===== config.mk =====
export PLATFORM = sky130hd
export DESIGN_NAME = pic_ack_sequencer
export DESIGN_NICKNAME = d
export VERILOG_FILES = /design/src/rtl/pic_pkg.sv /design/src/rtl/pic_priority_resolver.sv /design/src/rtl/pic_ack_sequencer.sv
export SDC_FILE = /design/constraint.sdc
export NUM_CORES = 1
export LEC_CHECK = 0
export ABC_AREA = 0
export CAP_MARGIN = 40
export CELL_PAD_IN_SITES_DETAIL_PLACEMENT = 2
export CELL_PAD_IN_SITES_GLOBAL_PLACEMENT = 2
export CORE_ASPECT_RATIO = 0.5
export CORE_UTILIZATION = 30
export CTS_CLUSTER_SIZE = 14
export DETAILED_ROUTE_END_ITERATION = 8
export GPL_ROUTABILITY_DRIVEN = 0
export PLACE_DENSITY = 0.8
export SYNTH_ARGS = -nofsm -noshare
export SYNTH_HDL_FRONTEND = slang
export SYNTH_SLANG_ARGS = --single-unit

===== constraint.sdc =====
create_clock -name clk -period 2.69 [get_ports clk]
set_input_delay 0.538 -clock clk [delete_from_list [all_inputs] [get_ports clk]]
set_output_delay 0.538 -clock clk [all_outputs]
set_load 0.01 [all_outputs]

===== src/rtl/pic_pkg.sv =====
// Shared definitions for the interrupt-controller sequencing core:
// FSM state encoding, request-line count, spurious level and vector fields.
package pic_pkg;

  localparam int NUM_IR       = 8;
  localparam int SPURIOUS_LVL = 7;
  localparam int LVL_W        = 3;
  localparam int BASE_W       = 5;

  typedef enum logic [1:0] {
    IDLE = 2'd0,
    REQ  = 2'd1,
    ACK1 = 2'd2,
    ACK2 = 2'd3
  } pic_state_t;

endpackage


===== src/rtl/pic_priority_resolver.sv =====
// Combinational priority resolver. Scans req in priority order and returns
// the first request that is strictly higher priority than every in-service
// level in isr. With isr tied to zero it simply finds the highest-priority
// set bit of req, which is how the EOI target is found.
// Optional macro PIC_ROTATE_PRIORITY_EN: scan starts at (ptr+1) mod 8
// instead of at level 0.
module pic_priority_resolver
  import pic_pkg::*;
(
  input  logic [NUM_IR-1:0] req,
  input  logic [NUM_IR-1:0] isr,
`ifdef PIC_ROTATE_PRIORITY_EN
  input  logic [LVL_W-1:0]  ptr,
`endif
  output logic              valid,
  output logic [LVL_W-1:0]  idx
);

  logic [LVL_W-1:0] start;
  logic [LVL_W-1:0] pos;
  logic             done;

  // Walk levels from highest to lowest priority; an in-service level stops the scan
  always_comb begin
    valid = 1'b0;
    idx   = '0;
    done  = 1'b0;
    pos   = '0;
`ifdef PIC_ROTATE_PRIORITY_EN
    start = LVL_W'(ptr + LVL_W'(1));
`else
    start = '0;
`endif
    for (int i = 0; i < NUM_IR; i++) begin
      pos = LVL_W'(start + LVL_W'(i));
      if (!done) begin
        if (isr[pos]) begin
          done = 1'b1;
        end else if (req[pos]) begin
          valid = 1'b1;
          idx   = pos;
          done  = 1'b1;
        end
      end
    end
  end

endmodule


===== src/rtl/pic_ack_sequencer.sv =====
// Interrupt controller sequencing core: edge-latched IRR, IMR masking,
// priority resolution against ISR, int_o generation, two-pulse INTA
// handshake delivering {base, lvl}, and non-specific EOI retirement.
// Optional macro PIC_ROTATE_PRIORITY_EN: rotating priority, where each EOI
// makes the level it retired the lowest priority.
module pic_ack_sequencer
  import pic_pkg::*;
#(
  parameter int NUM_IR       = pic_pkg::NUM_IR,
  parameter int SPURIOUS_LVL = pic_pkg::SPURIOUS_LVL
) (
  input  logic              clk,
  input  logic              rst,
  input  logic [NUM_IR-1:0] ir,
  input  logic              inta_n,
  input  logic              imr_wr,
  input  logic              base_wr,
  input  logic [7:0]        cfg_data,
  input  logic              eoi,
  output logic              int_o,
  output logic [7:0]        vec_out,
  output logic              vec_oe,
  output logic [NUM_IR-1:0] irr_o,
  output logic [NUM_IR-1:0] isr_o
);

  pic_state_t        state, state_d;
  logic [NUM_IR-1:0] ir_q;
  logic              inta_q;
  logic [NUM_IR-1:0] irr, isr, imr;
  logic [BASE_W-1:0] base;
  logic [LVL_W-1:0]  lvl;
  logic              int_r;
  logic [7:0]        vec_r;
  logic              vec_oe_r;

  logic [NUM_IR-1:0] rise;
  logic              fall;
  logic              commit;
  logic              load_vec;
  logic              cand_valid, eoi_valid;
  logic [LVL_W-1:0]  cand_idx, eoi_idx;
  logic [NUM_IR-1:0] isr_set, irr_clr, isr_clr;

`ifdef PIC_ROTATE_PRIORITY_EN
  logic [LVL_W-1:0]  ptr;
`endif

  assign rise = ir & ~ir_q;
  assign fall = inta_q & ~inta_n;

  // Candidate: highest-priority unmasked request above all in-service levels
  pic_priority_resolver u_cand (
    .req   (irr & ~imr),
    .isr   (isr),
`ifdef PIC_ROTATE_PRIORITY_EN
    .ptr   (ptr),
`endif
    .valid (cand_valid),
    .idx   (cand_idx)
  );

  // EOI target: highest-priority in-service level (nothing blocks it)
  pic_priority_resolver u_eoi (
    .req   (isr),
    .isr   ({NUM_IR{1'b0}}),
`ifdef PIC_ROTATE_PRIORITY_EN
    .ptr   (ptr),
`endif
    .valid (eoi_valid),
    .idx   (eoi_idx)
  );

  // Handshake FSM state register
  always_ff @(posedge clk or posedge rst) begin
    if (rst) state <= IDLE;
    else     state <= state_d;
  end

  // Handshake FSM next state and per-cycle strobes
  always_comb begin
    state_d  = state;
    commit   = 1'b0;
    load_vec = 1'b0;
    case (state)
      IDLE: if (cand_valid) state_d = REQ;
      REQ: begin
        if (fall) begin
          commit  = 1'b1;
          state_d = ACK1;
        end
      end
      ACK1: begin
        if (fall) begin
          load_vec = 1'b1;
          state_d  = ACK2;
        end
      end
      ACK2:    if (inta_n) state_d = IDLE;
      default: state_d = IDLE;
    endcase
  end

  // One-hot set/clear masks; a spurious acknowledge touches neither IRR nor ISR
  always_comb begin
    isr_set = '0;
    irr_clr = '0;
    isr_clr = '0;
    if (commit && cand_valid) begin
      isr_set[cand_idx] = 1'b1;
      irr_clr[cand_idx] = 1'b1;
    end
    if (eoi && eoi_valid) isr_clr[eoi_idx] = 1'b1;
  end

  // Input edge detectors and request/in-service registers (sets win over clears)
  always_ff @(posedge clk or posedge rst) begin
    if (rst) begin
      ir_q   <= '0;
      inta_q <= 1'b1;
      irr    <= '0;
      isr    <= '0;
    end else begin
      ir_q   <= ir;
      inta_q <= inta_n;
      irr    <= (irr & ~irr_clr) | rise;
      isr    <= (isr & ~isr_clr) | isr_set;
    end
  end

  // Configuration registers written from the data bus
  always_ff @(posedge clk or posedge rst) begin
    if (rst) begin
      imr  <= '1;
      base <= '0;
    end else begin
      if (imr_wr)  imr  <= cfg_data;
      if (base_wr) base <= cfg_data[7:3];
    end
  end

  // Frozen level, vector and registered handshake outputs
  always_ff @(posedge clk or posedge rst) begin
    if (rst) begin
      lvl      <= '0;
      vec_r    <= '0;
      int_r    <= 1'b0;
      vec_oe_r <= 1'b0;
    end else begin
      if (commit)   lvl   <= cand_valid ? cand_idx : LVL_W'(SPURIOUS_LVL);
      if (load_vec) vec_r <= {base, lvl};
      int_r    <= (state_d == REQ);
      vec_oe_r <= (state_d == ACK2);
    end
  end

`ifdef PIC_ROTATE_PRIORITY_EN
  // Rotation pointer: the level just retired becomes lowest priority
  always_ff @(posedge clk or posedge rst) begin
    if (rst)                   ptr <= LVL_W'(7);
    else if (eoi && eoi_valid) ptr <= eoi_idx;
  end
`endif

  assign int_o   = int_r;
  assign vec_out = vec_r;
  assign vec_oe  = vec_oe_r;
  assign irr_o   = irr;
  assign isr_o   = isr;

endmodule


# == Word level (Yosys, flattened, before mapping) ==
# Index checks and enable logic that the tools add are counted.
# word_totals
input_bits,22
wordCells,144
ff_bits,53
# classes
reduce_logical,5
bitwise,12
eq_ne,5
order_cmp,4
muxes,107
# op_table
cell,count
3-bit 2-to-1 mux,34
1-bit 2-to-1 mux,64
8-bit bitwise AND,4
8-bit NOT,4
8-bit 2-to-1 mux,2
8-bit OR,2
3-bit by 4-bit < comparator with 1-bit output (second input constant),2
2-bit 2-to-1 mux,4
2-bit one-hot mux with 4 select lines,1
1-bit demux with 3-bit select,2
2-bit == test (second input constant),3
3-bit by 1-bit greater-or-equal comparator with 1-bit output (second input constant),2
2-bit by 1-bit == test with 1-bit output (second input constant),2
1-bit logical AND,4
2-bit logical NOT,1
1-bit bitwise AND,1
1-bit NOT,1

# == Longest topological paths before layout ==
# Gate-level depths: netlist of run 1.
# logic_depth
ltp_word,31
mapped_depth,7
ltp_nobuf,6

# == Cells and area by module ==
# From an unflattened synthesis of run 1, not the netlist that was laid out.
# unflattened
hier_cells,199
area_unflattened_um2,2337.2
# by_module_without_submodules
mod,area_per_inst_um2,cells_per_inst,n_inst
pic_ack_sequencer,2074.5,153,1
pic_priority_resolver,131.4,23,2

# == Least setup slack after synthesis of run 1 ==
# OpenSTA, ideal clock, no wires.
# synth_timing
path_kind,register to register
from,"register isr[1], in the netlist isr_o[1]"
to,"register irr[2], in the netlist irr_o[2]"
path_slack_ns,0.768
synth_period_minus_slack_ns,1.922
path_buffers,0
path_stages_with_launch,7
arrival_ns,1.804
path_cell_list,dfrtp_1 or4b_1 a21boi_2 o311ai_4 and2_2 nand2_2 a21o_1
# synth_between
elab_chain_len,28
word_cells_on_any_way,57
# synth_lines
element,line_no,source
from (decl),pic_ack_sequencer.sv:30,"logic [NUM_IR-1:0] irr, isr, imr;"
from (signal assigned),pic_ack_sequencer.sv:127,isr <= (isr & ~isr_clr) | isr_set;
3-bit 2-to-1 mux,pic_priority_resolver.sv:37,if (isr[pos]) begin
3-bit 2-to-1 mux,pic_priority_resolver.sv:36,if (!done) begin
3-bit 2-to-1 mux,pic_priority_resolver.sv:39,end else if (req[pos]) begin
3-bit 2-to-1 mux,pic_priority_resolver.sv:37,
3-bit 2-to-1 mux,pic_priority_resolver.sv:36,
3-bit 2-to-1 mux,pic_priority_resolver.sv:39,
3-bit 2-to-1 mux,pic_priority_resolver.sv:37,
3-bit 2-to-1 mux,pic_priority_resolver.sv:36,
[12 not listed],--,
3-bit by 4-bit < comparator with 1-bit output (implied by the code) or 3-bit by 1-bit greater-or-equal comparator with 1-bit output (tied branches),pic_ack_sequencer.sv:111,irr_clr[cand_idx] = 1'b1;
1-bit logical AND (implied by the code),pic_ack_sequencer.sv:111,
1-bit 2-to-1 mux (implied by the code),pic_ack_sequencer.sv:111,
1-bit demux with 3-bit select,pic_ack_sequencer.sv:111,
8-bit 2-to-1 mux (*),pic_ack_sequencer.sv:109,if (commit && cand_valid) begin
8-bit NOT (*),pic_ack_sequencer.sv:126,irr <= (irr & ~irr_clr) | rise;
8-bit bitwise AND (*),pic_ack_sequencer.sv:126,
8-bit OR (*),pic_ack_sequencer.sv:126,
to (signal assigned),pic_ack_sequencer.sv:126,
to (decl),pic_ack_sequencer.sv:30,
# Every way passes the cells marked *; elsewhere a longest branch is shown, timed or not.
# A chain may end at the register's enable or synchronous reset.

# == Final worst setup path of run 1 ==
# layout_timing
from,"register isr[1], in the netlist isr_o[1]"
to,"register irr[6], in the netlist irr_o[6]"
# Same word-level chain as after synthesis.

==> results of run 1 <==
final cells by class:
| class | instances | area [um^2] |
|---|---|---|
| repair buffers | 50 | 493 |
| clock inverters | 3 | 21.3 |
| flip-flops and latches | 53 | 1340 |
| well taps | 108 | 135 |
| clock buffers | 5 | 125 |
| multi-input cells | 126 | 972 |
| inverters | 11 | 41.3 |
| fillers | 778 | 4360 |
power breakdown:
part	leakage [nW]	internal (mW)	total (mW)	switching, mW
registers	0.609	0.968	1.13	0.166
logic	0.592	0.451	0.902	0.452
clock network	0.0702	0.348	0.660	0.312
total	1.27	1.77	2.70	0.930
final timing paths:
check / slack [ns] / endpoint / from
hold / removal: 0.43 / irr_o[3]$_DFF_PP0_ / ir_q[3]$_DFF_PP0_
setup reg to reg: 0.45 / irr_o[6]$_DFF_PP0_ / isr_o[1]$_DFF_PP0_
hold reg to reg: 0.43 / irr_o[3]$_DFF_PP0_ / ir_q[3]$_DFF_PP0_
setup / recovery: 0.45 / irr_o[6]$_DFF_PP0_ / isr_o[1]$_DFF_PP0_
max in group asynchronous: 1.45 / inta_q$_DFF_PP1_ / rst
min in group asynchronous: 0.56 / vec_out[3]$_DFFE_PP0P_ / rst
worst reg2reg max path, delay by kind of cell, from the launching register on:
kind            cells  cell delay (ns)
simple gates        2             0.72
flops               1             0.51
compound gates      4             0.90
stage by stage:
stage | util | hold WS [ns] | area [um^2]
5_1_grt | 0.417 | 0.484 | 3130
6_report | 0.417 | 0.431 | 3130
2_1_floorplan | - | 0.400 | 2370
3_3_place_gp | 0.398 | 0.406 | 2980
4_1_cts | 0.417 | 0.434 | 3130
3_5_place_dp | 0.398 | 0.419 | 2980
state kept, by name, indices dropped and copies added, names as in the netlist:
name / cells
base: 5
ir_q: 8
vec_out: 8
irr_o: 8
vec_oe: 1
inta_q: 1
int_o: 1
imr: 8
isr_o: 8
lvl: 3
state: 2
synthesized netlist by cell type (2+ instances only):
master / count
a21oi_1: 8
a22o_1: 3
o31ai_1: 2
nand3b_1: 2
nand2_2: 3
a21o_1: 4
nor2_1: 7
clkbuf_1: 2
dfstp_2: 9
nor3_1: 3
a2bb2oi_1: 2
o21ai_0: 5
o22ai_1: 2
inv_1: 11
nor3b_1: 2
nand4_1: 3
nand3_1: 2
dfrtp_1: 44
nand2_1: 10
nand2b_1: 9
nor2b_1: 6
mux2_2: 21
and3b_1: 2
o21ai_1: 7
logic make-up after synthesis:
group	after synthesis	synth area share
and+or+nand+nor	59	0.157
DFF	53	0.565
AOI/OAI and AO/OA	46	0.154
muxes	21	0.0999
buffers and inverters	14	0.0238
per-layer routing:
metal / vias to the layer above / GRT usage / part of all wire
li1: 805 / - / -
met2: 30 / 0.310 / 0.48
met1: 918 / 0.244 / 0.46
met4: 0 / 0.0529 / 0.014
met5: - / 0 / 0
met3: 9 / 0.0388 / 0.041
==> metrics.md, run 1 <==
| Metric | Value |
|---|---|
| HPWL reported at the end of detailed placement | `5050 um` |
| Syn Inst Count | `between 150 and 200` |
| TritonRoute pass-1 iters | `4` |
| CTS HTree Levels | `2` |
| Max-slew violations | `0` |
| Relative slew slack | `0.671` |
| Area Overhead vs Synth | `32.1%` |
| Grt ovf | `0` |
| Actual slew at the worst max-slew pin | `0.490 ns` |
| Ys flop type | `dfrtp_1` |
| WP depth | `6` |
| Crit-path cells | `nor3_1, o2111ai_2, o311ai_4, o211ai_4, nand3b_1, a22o_1` |
| Setup TNS Final | `0 ns` |
| Hold Fails Final Rpt | `0` |
| Core region area | `0.00749 mm^2` |
| Max Cap Viol | `0` |
| Buf/Inv on CP | `0` |
| Tot Pwr | `2.70 mW` |
| Top cells by area, synth | `dfrtp_1 (47%), dfstp_2 (10%), mux2_2 (10%), nand2b_1 (2.4%), inv_1 (1.7%)` |
| Post-synth cell types | `48` |
| Number of post-CTS setup repair buffers | `0` |
| Post-synth EDFFs | `0` |
| Clock skew | `between 0.006 and 0.007 ns` |
| Die Wd | `128 um` |
| Initial antenna violation count | `0` |
| First-pass GRT wire length | `11300 um` |
| Post-place setup slack | `0.387 ns` |
| Critical Path Fanout Max | `8` |
| Pin count of the biggest net entering global routing | `23` |
| Inst Count DP | `348` |
| TritonCTS clock tree | `yes` |
| Final std cells w/o fill | `~360` |
| Inserted Clock Buffers | `5` |
| Hold depth | `1` |
| Worst Hold Class | `reg2reg` |
| Status | `finished clean` |
| Final period utilization | `0.832` |
| PortBufs | `47` |
| Most common cell after layout, fill and taps aside | `clkdlybuf4s50_1` |
| Top cell type by total area after synthesis | `dfrtp_1` |
| Number of synthesis warnings | `0` |
| CP max stage delay | `around 0.51 ns` |
| Clock buffer depth | `2` |
| Worst path top cell family by delay | `compound AO/OA/AOI/OAI gates` |
| Fmax | `0.447 GHz` |
| CTS sink cnt | `53` |
| Clock root buffer | `clkbuf_16` |
| Vias | `1762` |
| Hold buffer count at CTS | `0` |
| Reg2reg path depth | `6` |
| Slowest cell on the critical path | `dfrtp_1` |
| Critical Path RT | `2.88 ns` |
| Peak supply drop | `0.000303 V` |
| DR DRC count | `0` |
| Clock latency on the worst-skew pair | `0.30 ns` |
| Synth async-reset ratio | `1.00` |
| Ant diodes | `0` |
| Remaining antenna violation count | `0` |
| Final WL | `6830 um` |
| Syn Std Cell Area | `0.00237 mm^2` |
| Pleak | `1.27 nW` |
| Share of layout cells above drive strength 1 | `0.222` |
| Die ar. | `0.00827 mm^2` |
| Drt via density | `4.95` |
| Sequential share of the synthesized area | `0.565` |
| CP Class | `reg2reg` |
| Top-area cell type share of the netlist area | `0.465` |
| Worst setup margin | `0.451 ns` |
| Post-CTS sizing | `0` |
| Avg WL per Cell | `between 15 and 20 um` |
| Post-route minimum period | `2.24 ns` |
| GR Util All Layers | `0.185` |
| Commonest cells after routing, fill and taps aside | `clkdlybuf4s50_1 (47), dfrtp_1 (44), mux2_2 (21)` |
| CP arrival | `2.43 ns` |
| Critical path capture point type | `register` |
| Die Y | `64.8 um` |
| Ports | `48` |
| Syn avg cell area | `12.3 um^2` |
| Initial core utilization | `0.316` |
| RSZ-0062 raised after global routing | `no` |
| Row Count | `22` |
| Nets@finish | `269` |
| Clock-pin slew on the worst setup and hold paths | `approximately 0.070 ns` |
| Vias in the first global route | `2002` |
| CP Launch Type | `register` |
| Final-report setup violation count | `0` |
| Iter 0 DRT Violations | `45` |
| Post-synthesis register bit count | `53` |
| Post-Syn Nets | `roughly 220` |
| PwrDens | `863 mW/mm^2` |
Power figures use the tool's default switching activity.
==> inputs of run 2 (changes only) <==
Clock period 2.69 ns to 2.1 ns, I/O delays scaled along.
==> run 2 against run 1 <==
  * The run now ends with negative setup slack left
  * Critical path type unchanged
  * Cell count is 5.6% higher
  * Worst setup slack worse by 0.52 ns
  * Register-to-register slack worse by 0.52 ns
  * Maximum frequency is 3.3% higher
  * Routed wire length is 28% higher
  * Worst hold slack worse by 0.11 ns
  * Non-clock buffer count is 20 higher
  * Critical path depth is 1 higher
==> metrics.md, run 2 (same netlist as run 1, synthesis figures left out) <==
| Metric | Value |
|---|---|
| GR Util All Layers | `0.198` |
| Clock skew | `0.0170 ns` |
| Vias | `1933` |
| Critical register-to-register path endpoint | `irr_o[5]$_DFF_PP0_` |
| Critical path capture point type | `register` |
| Pin count of the biggest net entering global routing | `48` |
| CP max stage delay | `~0.47 ns` |
| Core region area | `0.00749 mm^2` |
| Fillers | `775` |
| Ports | `48` |
| Inst Count DP | `359` |
| Switch share | `0.356` |
| Status | `finished with violations` |
| Sequential share of power | `0.386` |
| Ant diodes | `0` |
| Final-report setup violation count | `5` |
| Reg2reg path depth | `7` |
| Failing checks | `negative setup slack` |
| Row Count | `22` |
| Share of layout cells above drive strength 1 | `0.332` |
| Minimum hold slack | `0.323 ns` |
| Nets@finish | `slightly below 300` |
| Final period utilization | `1.03` |
| First-pass GRT wire length | `12000 um` |
| Switching power | `roughly 1.3 mW` |
| Commonest cells after routing, fill and taps aside | `clkdlybuf4s50_1 (47), dfrtp_1 (40), mux2_2 (21), buf_4 (21)` |
| Proportion of power drawn by the clock network | `0.235` |
| Critical Path RT | `2.26 ns` |
| PwrDens | `1110 mW/mm^2` |
| Relative slew slack | `0.692` |
| Crit-path cells | `nor3_2, o2111ai_4, nand2_2, o31ai_4, buf_4, a21oi_1, o21ai_0` |
| Final std cells w/o fill | `376` |
| Critical path launch point | `isr_o[1]$_DFF_PP0_` |
| TritonRoute pass-1 iters | `4` |
| Most common cell after layout, fill and taps aside | `clkdlybuf4s50_1` |
| Peak supply drop | `roughly 0.00042 V` |
| Initial antenna violation count | `0` |
| Grt ovf | `0` |
| Setup TNS Final | `-0.235 ns` |
| Worst Hold Class | `in2async` |
| Final WL | `~8700 um` |
| Worst R2R Start | `isr_o[1]$_DFF_PP0_` |
| Clock buffer depth | `2` |
| PortBufs | `47` |
| Buf/Inv on CP | `1` |
| Inserted Clock Buffers | `5` |
| Pleak | `1.41 nW` |
| Clock root buffer | `clkbuf_16` |
| CP Class | `reg2reg` |
| CP arrival | `approximately 2.3 ns` |
| Comb power frac | `0.379` |
| Die ar. | `0.00827 mm^2` |
| Actual slew at the worst max-slew pin | `0.458 ns` |
| Tot Pwr | `3.75 mW` |
| DR DRC count | `0` |
| P_int | `about 2.4 mW` |
| Clock-pin slew on the worst setup and hold paths | `0.08 ns` |
| Avg WL per Cell | `23.2 um` |
| Critical Path Fanout Max | `8` |
| Iter 0 DRT Violations | `110` |
| CTS HTree Levels | `2` |
| Max-slew violations | `0` |
| Worst path top cell family by delay | `compound AO/OA/AOI/OAI gates` |
| Post-route minimum period | `2.17 ns` |
| Post-place setup slack | `-0.0319 ns` |
| Area Overhead vs Synth | `43.4%` |
| TritonCTS clock tree | `yes` |
| Reg2Reg Setup Slack | `-0.07 ns` |
| Max Cap Viol | `0` |
| Die Wd | `128 um` |
| HPWL reported at the end of detailed placement | `5320 um` |
| CP Launch Type | `register` |
| Clock latency on the worst-skew pair | `0.31 ns` |
| Vias in the first global route | `2081` |
| Initial core utilization | `0.316` |
| Fmax | `0.461 GHz` |
| Die Y | `64.8 um` |
| CTS sink cnt | `53` |
| Slowest cell on the critical path | `dfrtp_2` |
| Worst setup margin | `-0.0678 ns` |
| Remaining antenna violation count | `0` |
| Hold Fails Final Rpt | `0` |
| Hold buffer count at CTS | `0` |
| Drt via density | `a little over 5` |
## run 2: cell types whose count changed in the layout (fill, tap and decap cells not counted), moves of 2 or more
cell,delta
buf_12,+2
buf_4,+18
dfrtp_1,-4
dfrtp_2,+4
nand2b_1,-2
nand2b_4,+2
## run 2: layout make-up
cell class              count  area, um^2  area share
clock buffers               5         125      0.0369
well taps                 108         135      0.0398
inverters                  11        41.3      0.0122
repair buffers             70         668       0.197
flip-flops and latches     53        1340       0.396
multi-input cells         126        1050       0.310
clock inverters             3        28.8     0.00848
## run 2: through the flow
stage               instance area [um^2]  utilization
floorplan                           2370            -
global placement                    3090        0.412
detailed placement                  3090        0.412
CTS                                 3260        0.435
global route                        3390        0.453
finish                              3390        0.453
## run 2: how the worst max path moves through the flow
| stage | endpoint | slack, ns | depth (start not counted) |
|---|---|---|---|
| detailed placement | irr_o[3]$_DFF_PP0_ | -0.03 | 6 |
| CTS | irr_o[4]$_DFF_PP0_ | 0.001 | 6 |
| finish | irr_o[5]$_DFF_PP0_ | -0.07 | 7 |
| global placement | irr_o[6]$_DFF_PP0_ | 0.04 | 6 |
| floorplan | irr_o[2]$_DFF_PP0_ | 0.18 | 6 |
| global route | isr_o[1]$_DFF_PP0_ | -0.13 | 7 |
## run 2: power by group through the flow
stage / sequential (mW) / combinational [mW] / clock (mW)
CTS: 1.44 / 1.24 / 0.893
detailed placement: 1.45 / 1.21 / 0
floorplan: 1.46 / 0.617 / 0
global route: 1.48 / 1.51 / 0.940
finish: 1.45 / 1.42 / 0.883
global placement: 1.43 / 1.16 / 0
## run 2: layer usage
metal | routed length [um] | up-vias | track usage
li1 | - | 842 | -
met1 | 3740 | 1006 | 0.252
met2 | 4230 | 61 | 0.329
met3 | 383 | 24 | 0.0396
met4 | 371 | 0 | 0.0882
met5 | 0 | - | 0
## run 2: what timing repair did
| item | in CTS | in global routing |
|---|---|---|
| pin swaps | 1 | 8 |
| setup buffers | 1 | 8 |
| resized for setup | 3 | 15 |
| endpoints found under the setup margin | 10 | 16 |
| endpoints found under the hold margin | 0 | 0 |
==> inputs of run 3 (changes only) <==
Settings changed: CORE_UTILIZATION 30 to 33, PLACE_DENSITY 0.8 to 0.86.
==> run 3 against run 2 <==
  * Largest cell class unchanged
  * Total power increased by 2.1%
  * Routed wire length increased by 9.0%
  * Flip-flop and latch count unchanged
  * Via count increased by 1.1%
  * Core utilization increased by 4.3 points
  * Worst hold slack improved by 0.16 ns
  * First-iteration DRC count decreased by 2.7%
  * Critical endpoint is now irr_o[6]$_DFF_PP0_
  * The flow still finishes with violations (negative setup slack)
==> metrics.md, run 3 (same netlist as run 1, synthesis figures left out) <==
| Metric | Value |
|---|---|
| Final period utilization | `1.05` |
| Critical path capture point type | `register` |
| Die Wd | `122 um` |
| Fillers | `665` |
| Die ar. | `0.00753 mm^2` |
| Final WL | `9510 um` |
| Final std cells w/o fill | `between 300 and 400` |
| Ports | `48` |
| Iter 0 DRT Violations | `107` |
| Reg2reg path depth | `6` |
| GR Util All Layers | `0.242` |
| Initial antenna violation count | `0` |
| Hold depth | `1` |
| Pin count of the biggest net entering global routing | `54` |
| TritonCTS clock tree | `yes` |
| Nets@finish | `290` |
| Drt via density | `5.42` |
| Avg WL per Cell | `26.3 um` |
| Min-delay src | `ir_q[3]$_DFF_PP0_` |
| Post-route minimum period | `between 2 and 2.5 ns` |
| HPWL reported at the end of detailed placement | `around 5800 um` |
| Share of layout cells above drive strength 1 | `0.323` |
| Area Overhead vs Synth | `42.6%` |
| Inst Count DP | `340` |
| Vias | `1955` |
| Worst setup margin | `-0.0965 ns` |
| Actual slew at the worst max-slew pin | `0.509 ns` |
| Final-report setup violation count | `10` |
| Clock-pin slew on the worst setup and hold paths | `roughly 0.070 ns` |
| Remaining antenna violation count | `0` |
| CP arrival | `roughly 2.4 ns` |
| Clock latency on the worst-skew pair | `0.30 ns` |
| Failing checks | `negative setup slack` |
| Inserted Clock Buffers | `5` |
| CTS sink cnt | `53` |
| Worst R2R Start | `isr_o[2]$_DFF_PP0_` |
| Setup TNS Final | `-0.300 ns` |
| Die Y | `slightly above 60 um` |
| Grt ovf | `0` |
| RSZ-0062 raised after global routing | `yes` |
| Ant diodes | `0` |
| CTS HTree Levels | `2` |
| Hold Fails Final Rpt | `0` |
| Status | `finished with violations` |
| DR DRC count | `0` |
| Critical Path RT | `2.29 ns` |
| Tot Pwr | `3.84 mW` |
| Max-slew violations | `0` |
| Post-place setup slack | `-0.124 ns` |
| Vias in the first global route | `2126` |
| Clock root buffer | `clkbuf_16` |
| Most common cell after layout, fill and taps aside | `clkdlybuf4s50_1` |
| Row Count | `21` |
| Hold Path Sink | `irr_o[3]$_DFF_PP0_` |
| Core region area | `~0.007 mm^2` |
| Initial core utilization | `0.348` |
| First-pass GRT wire length | `12800 um` |
| Reg2Reg Setup Slack | `-0.1 ns` |
| Relative slew slack | `0.660` |
| Peak supply drop | `between 0.0005 and 0.0006 V` |
| CP Class | `reg2reg` |
| Clock buffer depth | `2` |
| PwrDens | `1140 mW/mm^2` |
| Hold buffer count at CTS | `0` |
| Fmax | `between 0.4 and 0.5 GHz` |
| Critical Path Fanout Max | `7` |
| Commonest cells after routing, fill and taps aside | `clkdlybuf4s50_1 (47), dfrtp_1 (40), buf_4 (22)` |
| Worst Hold Class | `reg2reg` |
| Clock skew | `0.00970 ns` |
| TritonRoute pass-1 iters | `4` |
| Pleak | `1.41 nW` |
| Max Cap Viol | `0` |
| PortBufs | `47` |
| Final core occ | `0.496` |
| Critical register-to-register path endpoint | `irr_o[6]$_DFF_PP0_` |
| CP Launch Type | `register` |
[run 3: cell types whose count changed in the layout (fill, tap and decap cells not counted), sizes merged]
cell,change
buf,+1
clkbuf,+3
clkinv,-1
inv,-2
[run 3: critical path, stage by stage (launching register included)]
cell and delay [ns]:
dfrtp_1 0.48, nor4_4 0.33, nand2_2 0.19, o311ai_4 0.42
o211ai_4 0.20, nand3b_1 0.25, a22o_1 0.21
[run 3: stage by stage]
step / hold WS (ns) / area [um^2]
3_3_place_gp: 0.413 / 3040
2_1_floorplan: 0.400 / 2370
4_1_cts: 0.449 / 3280
3_5_place_dp: 0.444 / 3040
5_1_grt: 0.525 / 3370
6_report: 0.480 / 3370
[run 3: metal layers]
| layer | share of wire | vias to the layer above | GRT usage | wire length (um) |
|---|---|---|---|---|
| met4 | 0.039 | 0 | 0.0899 | 372 |
| li1 | - | 846 | - | - |
| met5 | 0 | - | 0 | 0 |
| met2 | 0.47 | 73 | 0.429 | 4460 |
| met3 | 0.044 | 28 | 0.0493 | 416 |
| met1 | 0.45 | 1008 | 0.303 | 4260 |
[run 3: report_power, final]
part / switching (mW) / internal, mW
combinational: 0.781 / 0.741
clock: 0.384 / 0.477
sequential: 0.205 / 1.25
[run 3: how the worst max path moves through the flow]
stage / start / slack (ns) / to
global route: isr_o[0]$_DFF_PP0_ / -0.18 / irr_o[6]$_DFF_PP0_
finish: isr_o[2]$_DFF_PP0_ / -0.1 / irr_o[6]$_DFF_PP0_
CTS: isr_o[0]$_DFF_PP0_ / -0.002 / irr_o[6]$_DFF_PP0_
global placement: isr_o[0]$_DFF_PP0_ / 0.04 / irr_o[6]$_DFF_PP0_
floorplan: isr_o[1]$_DFF_PP0_ / 0.18 / irr_o[2]$_DFF_PP0_
detailed placement: imr[1]$_DFFE_PP1P_ / -0.12 / irr_o[6]$_DFF_PP0_
[run 3: area by class of cell]
| type | count | area [um^2] | area share |
|---|---|---|---|
| Tap cell | 92 | 115 | 0.0341 |
| Clock buffer | 8 | 146 | 0.0434 |
| Sequential cell | 53 | 1340 | 0.398 |
| Inverter | 11 | 41.3 | 0.0122 |
| Multi-Input combinational cell | 126 | 1050 | 0.312 |
| Timing Repair Buffer | 71 | 676 | 0.200 |
[run 3: repair_timing]
action | in CTS | in global routing
buffers inserted | 7 | 6
resized for setup | 9 | 10
setup endpoints to repair | 19 | 14
pin swaps | 7 | 2
